`src/rtl/gray_scale_pkg.sv`:
```
`default_nettype none
// ============================================================================
// Module : gray_scale_pkg
// Brief  : Shared types, BT.601 weights, rounding and channel-expansion helpers
// Rev    : 1.0
// ============================================================================
package gray_scale_pkg;

    localparam int GS_DATA_W = 32;
    localparam int GS_IDX_W  = $clog2(GS_DATA_W);

    // BT.601 luma weights in thousandths; scaled to Q0.COEF_BITS by coef_default
    localparam int GS_W_R_MILLI = 299;
    localparam int GS_W_G_MILLI = 587;
    localparam int GS_W_B_MILLI = 114;

    typedef struct packed {
        logic                 valid;
        logic                 last;
        logic [GS_DATA_W-1:0] data;
    } px_stage_t;

    function automatic logic [GS_DATA_W-1:0] coef_default(input int w_milli, input int coef_bits);
        longint v;
        v = ((longint'(w_milli) << coef_bits) + 64'sd500) / 64'sd1000;
        return GS_DATA_W'(v);
    endfunction

    function automatic logic [GS_DATA_W-1:0] round_const(input int coef_bits);
        return GS_DATA_W'(64'd1 << (coef_bits - 1));
    endfunction

    function automatic logic [GS_DATA_W-1:0] expand_ch(input logic [GS_DATA_W-1:0] c,
                                                        input int ch_bits,
                                                        input int out_bits);
        logic [GS_DATA_W-1:0] e;
        e = '0;
        for (int i = 0; i < GS_DATA_W; i++) begin
            if (i < out_bits) begin
                e[GS_IDX_W'(out_bits - 1 - i)] = c[GS_IDX_W'(ch_bits - 1 - (i % ch_bits))];
            end
        end
        return e;
    endfunction

endpackage
`default_nettype wire

```
`src/rtl/gray_scale_weight.sv`:
```
`default_nettype none
// ============================================================================
// Module : gray_scale_weight
// Brief  : S2 coefficient multiply and S3 sum/round/saturate with stage registers
// Rev    : 1.0
// ============================================================================
module gray_scale_weight
    import gray_scale_pkg::*;
#(
    parameter int OUT_BITS  = 8,
    parameter int COEF_BITS = 8
) (
    input  logic                 clk_i,
    input  logic                 reset_i,
    input  logic                 clear_i,
    input  logic                 adv_i,
    input  logic                 s1_valid_i,
    input  logic                 s1_last_i,
    input  logic [OUT_BITS-1:0]  r_i,
    input  logic [OUT_BITS-1:0]  g_i,
    input  logic [OUT_BITS-1:0]  b_i,
    input  logic [COEF_BITS-1:0] kr_i,
    input  logic [COEF_BITS-1:0] kg_i,
    input  logic [COEF_BITS-1:0] kb_i,
    output logic                 valid_o,
    output logic                 last_o,
    output logic [OUT_BITS-1:0]  gray_o
);

    localparam int PROD_W = OUT_BITS + COEF_BITS;
    localparam int SUM_W  = PROD_W + 2;
    localparam logic [SUM_W-1:0] C_ROUND = SUM_W'(round_const(COEF_BITS));

    logic              s2_valid_q, s2_valid_d;
    logic              s2_last_q,  s2_last_d;
    logic [PROD_W-1:0] s2_pr_q, s2_pr_d;
    logic [PROD_W-1:0] s2_pg_q, s2_pg_d;
    logic [PROD_W-1:0] s2_pb_q, s2_pb_d;
    px_stage_t         s3_q, s3_d;

    logic [SUM_W-1:0]    w_sum;
    logic [OUT_BITS+1:0] w_y;
    logic [OUT_BITS-1:0] w_gray;

    always_comb begin
        s2_valid_d = s2_valid_q;
        s2_last_d  = s2_last_q;
        s2_pr_d    = s2_pr_q;
        s2_pg_d    = s2_pg_q;
        s2_pb_d    = s2_pb_q;
        if (clear_i) begin
            s2_valid_d = 1'b0;
        end else if (adv_i) begin
            s2_valid_d = s1_valid_i;
            s2_last_d  = s1_last_i;
            s2_pr_d    = PROD_W'(kr_i) * PROD_W'(r_i);
            s2_pg_d    = PROD_W'(kg_i) * PROD_W'(g_i);
            s2_pb_d    = PROD_W'(kb_i) * PROD_W'(b_i);
        end
    end

    // Two guard bits hold three full-scale products plus the rounding half
    assign w_sum  = SUM_W'(s2_pr_q) + SUM_W'(s2_pg_q) + SUM_W'(s2_pb_q) + C_ROUND;
    assign w_y    = (OUT_BITS + 2)'(w_sum >> COEF_BITS);
    assign w_gray = (|w_y[OUT_BITS+1:OUT_BITS]) ? {OUT_BITS{1'b1}} : w_y[OUT_BITS-1:0];

    always_comb begin
        s3_d = s3_q;
        if (clear_i) begin
            s3_d.valid = 1'b0;
        end else if (adv_i) begin
            s3_d.valid = s2_valid_q;
            s3_d.last  = s2_last_q;
            s3_d.data  = GS_DATA_W'(w_gray);
        end
    end

    always_ff @(posedge clk_i or posedge reset_i) begin
        if (reset_i) begin
            s2_valid_q <= 1'b0;
            s2_last_q  <= 1'b0;
            s2_pr_q    <= '0;
            s2_pg_q    <= '0;
            s2_pb_q    <= '0;
            s3_q       <= '0;
        end else begin
            s2_valid_q <= s2_valid_d;
            s2_last_q  <= s2_last_d;
            s2_pr_q    <= s2_pr_d;
            s2_pg_q    <= s2_pg_d;
            s2_pb_q    <= s2_pb_d;
            s3_q       <= s3_d;
        end
    end

    assign valid_o = s3_q.valid;
    assign last_o  = s3_q.last;
    assign gray_o  = s3_q.data[OUT_BITS-1:0];

    generate
        if (OUT_BITS < GS_DATA_W) begin : g_data_pad
            logic w_unused_pad;
            assign w_unused_pad = ^s3_q.data[GS_DATA_W-1:OUT_BITS];
        end
    endgenerate

endmodule
`default_nettype wire

```
`src/rtl/gray_scale_pipe.sv`:
```
`default_nettype none
// ============================================================================
// Module : gray_scale_pipe
// Brief  : 3-stage valid/ready RGB->luma pipe; GRAY_SCALE_COEF_PROG_EN adds
//          run-time programmable coefficients (cfg_we_i / cfg_coef_i)
// Rev    : 1.0
// ============================================================================
module gray_scale_pipe
    import gray_scale_pkg::*;
#(
    parameter int CH_BITS   = 5,
    parameter int OUT_BITS  = 8,
    parameter int COEF_BITS = 8
) (
`ifdef GRAY_SCALE_COEF_PROG_EN
    input  logic                   cfg_we_i,
    input  logic [3*COEF_BITS-1:0] cfg_coef_i,
`endif
    input  logic                   clk_i,
    input  logic                   reset_i,
    input  logic                   clear_i,
    input  logic                   valid_i,
    output logic                   ready_o,
    input  logic [3*CH_BITS-1:0]   px_rgb_i,
    input  logic                   last_i,
    output logic                   valid_o,
    input  logic                   ready_i,
    output logic [OUT_BITS-1:0]    px_gray_o,
    output logic                   last_o,
    output logic [31:0]            px_count_o
);

    localparam logic [COEF_BITS-1:0] C_KR = COEF_BITS'(coef_default(GS_W_R_MILLI, COEF_BITS));
    localparam logic [COEF_BITS-1:0] C_KG = COEF_BITS'(coef_default(GS_W_G_MILLI, COEF_BITS));
    localparam logic [COEF_BITS-1:0] C_KB = COEF_BITS'(coef_default(GS_W_B_MILLI, COEF_BITS));

    logic                 w_adv;
    logic                 w_xfer;
    logic [OUT_BITS-1:0]  w_r_exp, w_g_exp, w_b_exp;
    logic [COEF_BITS-1:0] w_kr, w_kg, w_kb;

    logic                s1_valid_q, s1_valid_d;
    logic                s1_last_q,  s1_last_d;
    logic [OUT_BITS-1:0] s1_r_q, s1_r_d;
    logic [OUT_BITS-1:0] s1_g_q, s1_g_d;
    logic [OUT_BITS-1:0] s1_b_q, s1_b_d;
    logic [31:0]         px_count_q, px_count_d;

    // One global enable: the whole pipe moves unless the output is held
    assign w_adv   = !valid_o || ready_i;
    assign ready_o = w_adv && !clear_i;
    assign w_xfer  = valid_o && ready_i;

    assign w_r_exp = OUT_BITS'(expand_ch(GS_DATA_W'(px_rgb_i[3*CH_BITS-1:2*CH_BITS]), CH_BITS, OUT_BITS));
    assign w_g_exp = OUT_BITS'(expand_ch(GS_DATA_W'(px_rgb_i[2*CH_BITS-1:CH_BITS]), CH_BITS, OUT_BITS));
    assign w_b_exp = OUT_BITS'(expand_ch(GS_DATA_W'(px_rgb_i[CH_BITS-1:0]), CH_BITS, OUT_BITS));

    always_comb begin
        s1_valid_d = s1_valid_q;
        s1_last_d  = s1_last_q;
        s1_r_d     = s1_r_q;
        s1_g_d     = s1_g_q;
        s1_b_d     = s1_b_q;
        if (clear_i) begin
            s1_valid_d = 1'b0;
        end else if (w_adv) begin
            s1_valid_d = valid_i;
            s1_last_d  = last_i;
            s1_r_d     = w_r_exp;
            s1_g_d     = w_g_exp;
            s1_b_d     = w_b_exp;
        end
    end

    assign px_count_d = px_count_q + 32'(w_xfer);

    always_ff @(posedge clk_i or posedge reset_i) begin
        if (reset_i) begin
            s1_valid_q <= 1'b0;
            s1_last_q  <= 1'b0;
            s1_r_q     <= '0;
            s1_g_q     <= '0;
            s1_b_q     <= '0;
            px_count_q <= '0;
        end else begin
            s1_valid_q <= s1_valid_d;
            s1_last_q  <= s1_last_d;
            s1_r_q     <= s1_r_d;
            s1_g_q     <= s1_g_d;
            s1_b_q     <= s1_b_d;
            px_count_q <= px_count_d;
        end
    end

    assign px_count_o = px_count_q;

`ifdef GRAY_SCALE_COEF_PROG_EN
    // Written value is sampled by S2 from the following edge onward
    logic [3*COEF_BITS-1:0] coef_q, coef_d;

    assign coef_d = cfg_we_i ? cfg_coef_i : coef_q;

    always_ff @(posedge clk_i or posedge reset_i) begin
        if (reset_i) begin
            coef_q <= {C_KR, C_KG, C_KB};
        end else begin
            coef_q <= coef_d;
        end
    end

    assign w_kr = coef_q[3*COEF_BITS-1:2*COEF_BITS];
    assign w_kg = coef_q[2*COEF_BITS-1:COEF_BITS];
    assign w_kb = coef_q[COEF_BITS-1:0];
`else
    assign w_kr = C_KR;
    assign w_kg = C_KG;
    assign w_kb = C_KB;
`endif

    gray_scale_weight #(
        .OUT_BITS  (OUT_BITS),
        .COEF_BITS (COEF_BITS)
    ) u_weight (
        .clk_i      (clk_i),
        .reset_i    (reset_i),
        .clear_i    (clear_i),
        .adv_i      (w_adv),
        .s1_valid_i (s1_valid_q),
        .s1_last_i  (s1_last_q),
        .r_i        (s1_r_q),
        .g_i        (s1_g_q),
        .b_i        (s1_b_q),
        .kr_i       (w_kr),
        .kg_i       (w_kg),
        .kb_i       (w_kb),
        .valid_o    (valid_o),
        .last_o     (last_o),
        .gray_o     (px_gray_o)
    );

endmodule
`default_nettype wire
```
`config.mk`:
```
export PLATFORM = sky130hd
export DESIGN_NAME = gray_scale_pipe
export DESIGN_NICKNAME = d
export VERILOG_FILES = /design/src/rtl/gray_scale_pkg.sv /design/src/rtl/gray_scale_weight.sv /design/src/rtl/gray_scale_pipe.sv
export SDC_FILE = /design/constraint.sdc
export NUM_CORES = 1
export LEC_CHECK = 0
export CAP_MARGIN = 10
export CELL_PAD_IN_SITES_DETAIL_PLACEMENT = 1
export CELL_PAD_IN_SITES_GLOBAL_PLACEMENT = 1
export CORE_ASPECT_RATIO = 1.4
export CORE_MARGIN = 5
export CORE_UTILIZATION = 30
export DETAILED_ROUTE_END_ITERATION = 12
export HOLD_SLACK_MARGIN = 0.02
export PLACE_DENSITY = 0.66
export SKIP_LAST_GASP = 1
export SLEW_MARGIN = 5
export SYNTH_ARGS = -nofsm -noshare
export SYNTH_HDL_FRONTEND = slang
export SYNTH_HIERARCHICAL = 1
export SYNTH_SLANG_ARGS = --single-unit
```
`constraint.sdc`:
```
create_clock -name clk_i -period 4.4 [get_ports clk_i]
set_input_delay 0.88 -clock clk_i [delete_from_list [all_inputs] [get_ports clk_i]]
set_output_delay 0.88 -clock clk_i [all_outputs]
set_load 0.02 [all_outputs]
```
==> impl_metrics.ini, run 1 <==
[final_layout]
fillers = 4354
regArea_um2 = 2740
final_common_cell = conb_1
syn_to_final_growth_pct = 26.6
nets = 1765
multi_input_area_um2 = 9050
diodes = 0
final_cell_mix = 192 x conb_1, 154 x inv_1, 145 x and2_1, 140 x nand2_1, 126 x ha_1
drive_above_1_share_pct = 12.3
stdcell_area_um2 = 14400

[power]
p_leak_nw = 7.29
power_frac_seq_pct = 17.0
clkPwrFrac_pct = 9.6
switching_share_pct = 45.6
peakVddDrop_uv = 347
p_int_mw = 4.89
p_switching_mw = 4.10
combPwrFrac_pct = 73.5
p_total_mw = 8.99
power.density_nw_per_um2 = 623

[timing]
slew_violations = 0
tightest_slew_ns = 0.713
finalSetupViolCount = 0
final-hold-violation-count = 0
min_period_over_period_pct = 96.9
fmax_mhz = 235
rsz0062_at_grt = true
slew_headroom_pct = 52.1
finClkSkew_ns = 0.0147
fin_crit_ns = 4.26

[hold_path]
hold_class = flip-flop to flip-flop
hold_depth = 2

[drt]
postRouteAntennaNets = 0
wl_per_cell_um = 14.2
drcViolationCount = 0
firstDrtPassIters = 4
drt_wl_total_um = 27800
num_vias = 8536
via_per_inst = 4.36
drt_iter0_markers = 198

[clocking]
clk_pin_slew_ns = 0.08
cts_buffers = 9
cts.sinks = 109
cts_tree = yes
clk-insertion-delay-late_ns = 0.37
ctsHoldBuffers = 0
clockBufferDepth = 2
h-tree-depth = 3
cts-root-buf = clkbuf_16

[yosys]
async_flop_share_pct = 100
yosys_warnings = 6
synth-seq-area-share_pct = 24.0
synthCells = 1172
synth_edf_count = 0
synth_cell_types = 59
syn_area_um2 = 11400
ys_ff_latch = 109
avgSynthCellArea_um2 = 9.72
synth_top_flop_cell = dfrtp_1

[global_route]
grt-ovfl-total = 0
grt_pass1_vias = 9596
grtUsageTotal_pct = 13.7
grt_max_degree = 49
antenna_found_initial = 0
grt_pass1_wl_um = 46700

[die]
fp-row-count = 84
ios = 64
core-area_um2 = 37500
initial_core_util_pct = 30.3
dieArea_um2 = 42000
die_h_um = 241
die_w_um = 175

[placed_design]
place_congestion = 0.790
port_buffers = 63
placed_area_um2 = 13600
place_hpwl_um = 22600

[worst_setup_path]
cp_data_required_time_ns = 4.64
cp.arrival_ns = 4.50
critPathMaxFanout = 6
critical_path_class = flip-flop to flip-flop
cp-start-kind = flip-flop
endpoint_kind = flip-flop
r2r_cells = 14

[run]
drv_cap = 0

[run_status]
outcome = completed
## per-stage QoR
step	std cells	util, %	hold WS (ns)	setup slack [ns]	TNS, ns
3_5_place_dp	1929	36.3	0.466	-0.120	-0.192
2_1_floorplan	1362	-	0.435	0.0747	0
4_1_cts	1946	37.2	0.486	0.00261	0
3_3_place_gp	1929	36.3	0.451	0.00910	0
6_report	1959	38.4	0.478	0.137	0
5_1_grt	1959	38.4	0.512	-0.0391	-0.127
## routing by layer
| layer | up-vias | wire length (um) | track usage (%) |
|---|---|---|---|
| met3 | 22 | 720 | 1.98 |
| li1 | 4190 | - | - |
| met2 | 77 | 15600 | 27.0 |
| met4 | 0 | 352 | 3.22 |
| met5 | - | 0 | 0 |
| met1 | 4247 | 11100 | 15.5 |
## power by group through the flow
stage / registers [mW] / clock network [mW] / logic [mW]
4_1_cts: 1.54 / 0.901 / 5.97
3_5_place_dp: 1.55 / 0 / 5.80
5_1_grt: 1.56 / 0.929 / 7.54
2_1_floorplan: 1.53 / 0 / 4.16
3_3_place_gp: 1.54 / 0 / 5.61
6_report: 1.52 / 0.862 / 6.60
## worst max-delay path, stage by stage, from the launching register on
cell,delay (ns)
dfrtp_2,0.46
and2_4,0.17
fa_1,0.47
fa_1,0.50
fa_1,0.52
inv_2,0.05
fa_1,0.56
inv_2,0.05
ha_4,0.17
or3_4,0.38
o21ai_4,0.08
o31ai_2,0.09
o41a_1,0.38
xnor2_1,0.17
o21ai_1,0.08
## path summary, 6_finish.rpt
path	start	end	slack, ns
worst max-delay path	s1_g_q[4]$_DFFE_PP0P_	u_weight/s2_pg_q[14]$_DFFE_PP0P_	0.14
worst min-delay path	u_weight/s2_last_q$_DFFE_PP0P_	u_weight/last_o$_DFFE_PP0P_	0.48
worst max register to register	s1_g_q[4]$_DFFE_PP0P_	u_weight/s2_pg_q[14]$_DFFE_PP0P_	0.14
worst min register to register	u_weight/s2_last_q$_DFFE_PP0P_	u_weight/last_o$_DFFE_PP0P_	0.48
max in group asynchronous	reset_i	u_weight/s2_pg_q[15]$_DFFE_PP0P_	2.54
min in group asynchronous	reset_i	s1_r_q[6]$_DFFE_PP0P_	0.99
## sequential cells by signal (all words and copies together), names as in the netlist
| name | count |
|---|---|
| s1_valid_q | 1 |
| s1_last_q | 1 |
| u_weight/s2_last_q | 1 |
| u_weight/last_o | 1 |
| u_weight/gray_o | 8 |
| s1_g_q | 5 |
| u_weight/valid_o | 1 |
| u_weight/s2_valid_q | 1 |
| px_count_o | 32 |
| u_weight/s2_pg_q | 16 |
| s1_r_q | 5 |
| s1_b_q | 5 |
| u_weight/s2_pr_q | 16 |
| u_weight/s2_pb_q | 16 |
## kinds of logic (layout without fill, tap and decap cells)
| kind of cell | Yosys count | in the layout | share of synthesized area, % |
|---|---|---|---|
| other | 2 | 192 | 0.0660 |
| multiplexers | 19 | 19 | 1.85 |
| flip-flops | 109 | 109 | 24.0 |
| AND/OR/NAND/NOR | 424 | 424 | 19.9 |
| adder cells (fa/ha/maj) | 263 | 263 | 37.0 |
| AO/OA/AOI/OAI | 109 | 109 | 6.19 |
| buffers and inverters | 180 | 304 | 6.01 |
| XOR/XNOR | 66 | 66 | 5.08 |
## repair_timing
item / 4_1_cts / 5_1_grt
cloned: 0 / 1
endpoints found under the hold margin: 0 / 0
pin swaps: 7 / 77
resized for setup: 17 / 81
endpoints found under the setup margin: 8 / 15
buffers inserted: 1 / 13
## synth_stat cells, types with 18 or more instances
cell / number / area share, %
inv_1: 166 / 5.5
and2_1: 150 / 8.2
nand2_1: 143 / 4.7
ha_1: 140 / 15
fa_1: 123 / 22
dfrtp_1: 109 / 24
o21ai_0: 47 / 2.1
nor2_1: 38 / 1.3
xnor2_1: 33 / 2.5
xor2_1: 33 / 2.5
nand3_1: 20 / 0.88
a21oi_1: 18 / 0.79
## layout make-up
class,instances,area share (%)
Sequential cell,109,19.0
Clock buffer,10,1.59
Tap cell,473,4.10
Multi-Input combinational cell,1073,62.7
Inverter,166,4.32
Clock inverter,6,0.477
Timing Repair Buffer,122,7.78
Note: power is estimated with default switching activity, not from simulation.
==> run 2: changes to the inputs <==
--- a/config.mk
+++ b/config.mk
@@ -15,7 +15,7 @@
 export HOLD_SLACK_MARGIN = 0.02
 export PLACE_DENSITY = 0.66
 export SKIP_LAST_GASP = 1
-export SLEW_MARGIN = 5
+export SLEW_MARGIN = 10
 export SYNTH_ARGS = -nofsm -noshare
 export SYNTH_HDL_FRONTEND = slang
 export SYNTH_HIERARCHICAL = 1
==> results of run 2 <==
The final DEF is identical to that of run 1; final timing and power are the same.
==> run 3: changes to the inputs <==
--- a/config.mk
+++ b/config.mk
@@ -5,15 +5,16 @@
 export SDC_FILE = /design/constraint.sdc
 export NUM_CORES = 1
 export LEC_CHECK = 0
+export ABC_AREA = 1
 export CAP_MARGIN = 10
 export CELL_PAD_IN_SITES_DETAIL_PLACEMENT = 1
 export CELL_PAD_IN_SITES_GLOBAL_PLACEMENT = 1
 export CORE_ASPECT_RATIO = 1.4
-export CORE_MARGIN = 5
 export CORE_UTILIZATION = 30
+export CTS_CLUSTER_DIAMETER = 120
 export DETAILED_ROUTE_END_ITERATION = 12
 export HOLD_SLACK_MARGIN = 0.02
-export PLACE_DENSITY = 0.66
+export PLACE_DENSITY = 0.69
 export SKIP_LAST_GASP = 1
 export SLEW_MARGIN = 10
 export SYNTH_ARGS = -nofsm -noshare
==> impl_metrics.ini, run 3 <==
[power]
p_total_mw = 8.12
peakVddDrop_uv = 308
power.density_nw_per_um2 = 571
p_leak_nw = 8.50

[hold_path]
hp-start = u_weight/gray_o[6]$_DFFE_PP0P_
hold_depth = 2
hold_class = flip-flop to flip-flop
hold_end = u_weight/gray_o[6]$_DFFE_PP0P_

[final_layout]
nets = 2044
diodes = 0
largest_register_ffs = 32
final_common_cell = nand2_1
drive_above_1_share_pct = 4.99
fin_cells = 2304
syn_to_final_growth_pct = 13.0
fin_util_pct = 34.4
final_cell_mix = 558 x nand2_1, 378 x inv_1, 137 x ha_1, 123 x fa_1, 98 x dfrtp_1

[yosys]
synth_edf_count = 0
syn_area_um2 = 12600
synth-seq-area-share_pct = 21.7
yosys_warnings = 6
synth_compound_area_share_pct = 4.64
synthCells = 1703
async_flop_share_pct = 100
synth_adder_area_share_pct = 33.5
avgSynthCellArea_um2 = 7.38
synth_commonest_cells = 559 x nand2_1, 380 x inv_1, 140 x ha_1
synth_top_family_by_area = adder cells
yosysTopAreaCellShare_pct = 21.7
synth_top_flop_cell = dfrtp_1
yosysMostFrequentCell = nand2_1
yosysTopAreaCell = dfrtp_1
synth_cell_types = 39
synthXorXnorAreaFrac_pct = 2.23
yosys.area_share.simple_pct = 24.2
ys_ff_latch = 109
synth.mux.area_fraction_pct = 0
synth.area.top_cells = dfrtp_1 22%, fa_1 20%, nand2_1 17%

[die]
dieArea_um2 = 42700
initial_core_util_pct = 30.5
ios = 64
fp-row-count = 88
die_h_um = 244
core-area_um2 = 41300
die_w_um = 175

[clocking]
postCtsSetupRepairBufs = 0
cts-root-buf = clkbuf_16
h-tree-depth = 3
clockBufferDepth = 2
cts_tree = yes
ctsHoldBuffers = 0
cts_buffers = 9
post_cts_resized = 0
clk-insertion-delay-late_ns = 0.38
clk_pin_slew_ns = 0.08
cts.sinks = 109

[global_route]
grtUsageTotal_pct = 16.3
grt-ovfl-total = 0
grt_pass1_wl_um = 56200
grt_pass1_vias = 11600
antenna_found_initial = 0
grt_max_degree = 48

[worst_setup_path]
critical_path_class = flip-flop to flip-flop
cp_data_required_time_ns = 4.66
r2r_cells = 17
reg2reg_to = u_weight/s2_pg_q[13]$_DFFE_PP0P_
critPathMaxFanout = 10
cp-start-kind = flip-flop
startpoint = s1_g_q[2]$_DFFE_PP0P_
rr_startpoint = s1_g_q[2]$_DFFE_PP0P_
r2r_slack_ns = 0.26
cp.arrival_ns = 4.40
endpoint_kind = flip-flop

[placed_design]
place_hpwl_um = 27500
dp_slack_ns = 0.199
port_buffers = 63
place_congestion = 0.834
dp.cells = 2289

[drt]
drt_iter0_markers = 272
wl_per_cell_um = 14.3
drcViolationCount = 0
drt_wl_total_um = 33000
via_per_inst = 4.52
firstDrtPassIters = 4
num_vias = 10400
postRouteAntennaNets = 0

[run_status]
outcome = completed

[timing]
slew_violations = 0
rsz0062_at_grt = true
final-hold-violation-count = 0
fin_ws_ns = 0.263
finalSetupViolCount = 0
min_period_over_period_pct = 94.0
slew_headroom_pct = 41.2
tightest_slew_ns = 0.881
fmax_mhz = 242
finClkSkew_ns = 0.0154
fin_crit_ns = 4.14

[run]
drv_cap = 0
## run 3: cell count changes after synthesis, sizes merged, moves of 22 or more
cell	previous run	this run
nand3	20	49
a21oi	19	51
and2	150	1
inv	166	386
xnor2	33	11
nor2	39	89
nand2	144	567
clkbuf	11	54
## run 3: routing by layer
metal / global-route usage (%) / share of wire, % / routed length [um]
met4: 6.04 / 3.4 / 1110
met1: 17.9 / 40 / 13300
met2: 31.6 / 54 / 17900
met3: 2.04 / 2.1 / 692
met5: 0 / 0 / 0
## run 3: logic make-up after synthesis
group | Yosys count
AOI/OAI and AO/OA | 107
xor gates and xnor gates | 32
adders and majority gates | 263
buffers and inverters | 448
DFF | 109
other | 2
and+or+nand+nor | 742
## run 3: per-stage QoR
stage                     cell area, um2  TNS [ns]  hold slack [ns]
final                              14200         0            0.487
after CTS                          14200         0            0.490
after global placement             13900         0            0.460
after global routing               14200   -0.0363            0.519
after floorplan                    12700         0            0.442
after detailed placement           13900         0            0.470
## run 3: worst max path at each step
stage                                             to  slack [ns]  depth (start not counted)
global route        u_weight/s2_pg_q[14]$_DFFE_PP0P_       -0.04                         18
floorplan           u_weight/s2_pg_q[14]$_DFFE_PP0P_        0.33                         19
global placement    u_weight/s2_pb_q[14]$_DFFE_PP0P_        0.28                         15
CTS                 u_weight/s2_pg_q[14]$_DFFE_PP0P_        0.19                         18
detailed placement  u_weight/s2_pg_q[14]$_DFFE_PP0P_        0.20                         18
finish              u_weight/s2_pg_q[13]$_DFFE_PP0P_        0.26                         17
## run 3: critical path, cell delays in order, from the launching register on
cell,delay [ns]
dfrtp_2,0.48
nand2_1,0.08
inv_1,0.05
fa_1,0.50
fa_1,0.52
fa_1,0.54
inv_1,0.05
fa_1,0.52
inv_1,0.04
ha_1,0.34
nand2_1,0.09
or2_2,0.32
nand3_1,0.13
nand3_1,0.10
nand2_1,0.08
nand2_1,0.05
nand3_1,0.07
nand2_1,0.05
## run 3: layout make-up
| class | instances | area (um2) |
|---|---|---|
| fill | 5162 | 27100 |
| multi-input combinational | 1168 | 8250 |
| sequential | 109 | 2740 |
| inverter | 386 | 1450 |
| timing repair buffer | 86 | 803 |
| tap | 540 | 676 |
| clock buffer | 9 | 225 |
| clock inverter | 6 | 71.3 |
## run 3: where the power goes
| group | switching [mW] | internal [mW] |
|---|---|---|
| Combinational | 3.53 | 2.22 |
| Clock | 0.410 | 0.445 |
| Sequential | 0.245 | 1.26 |
| Total | 4.19 | 3.93 |
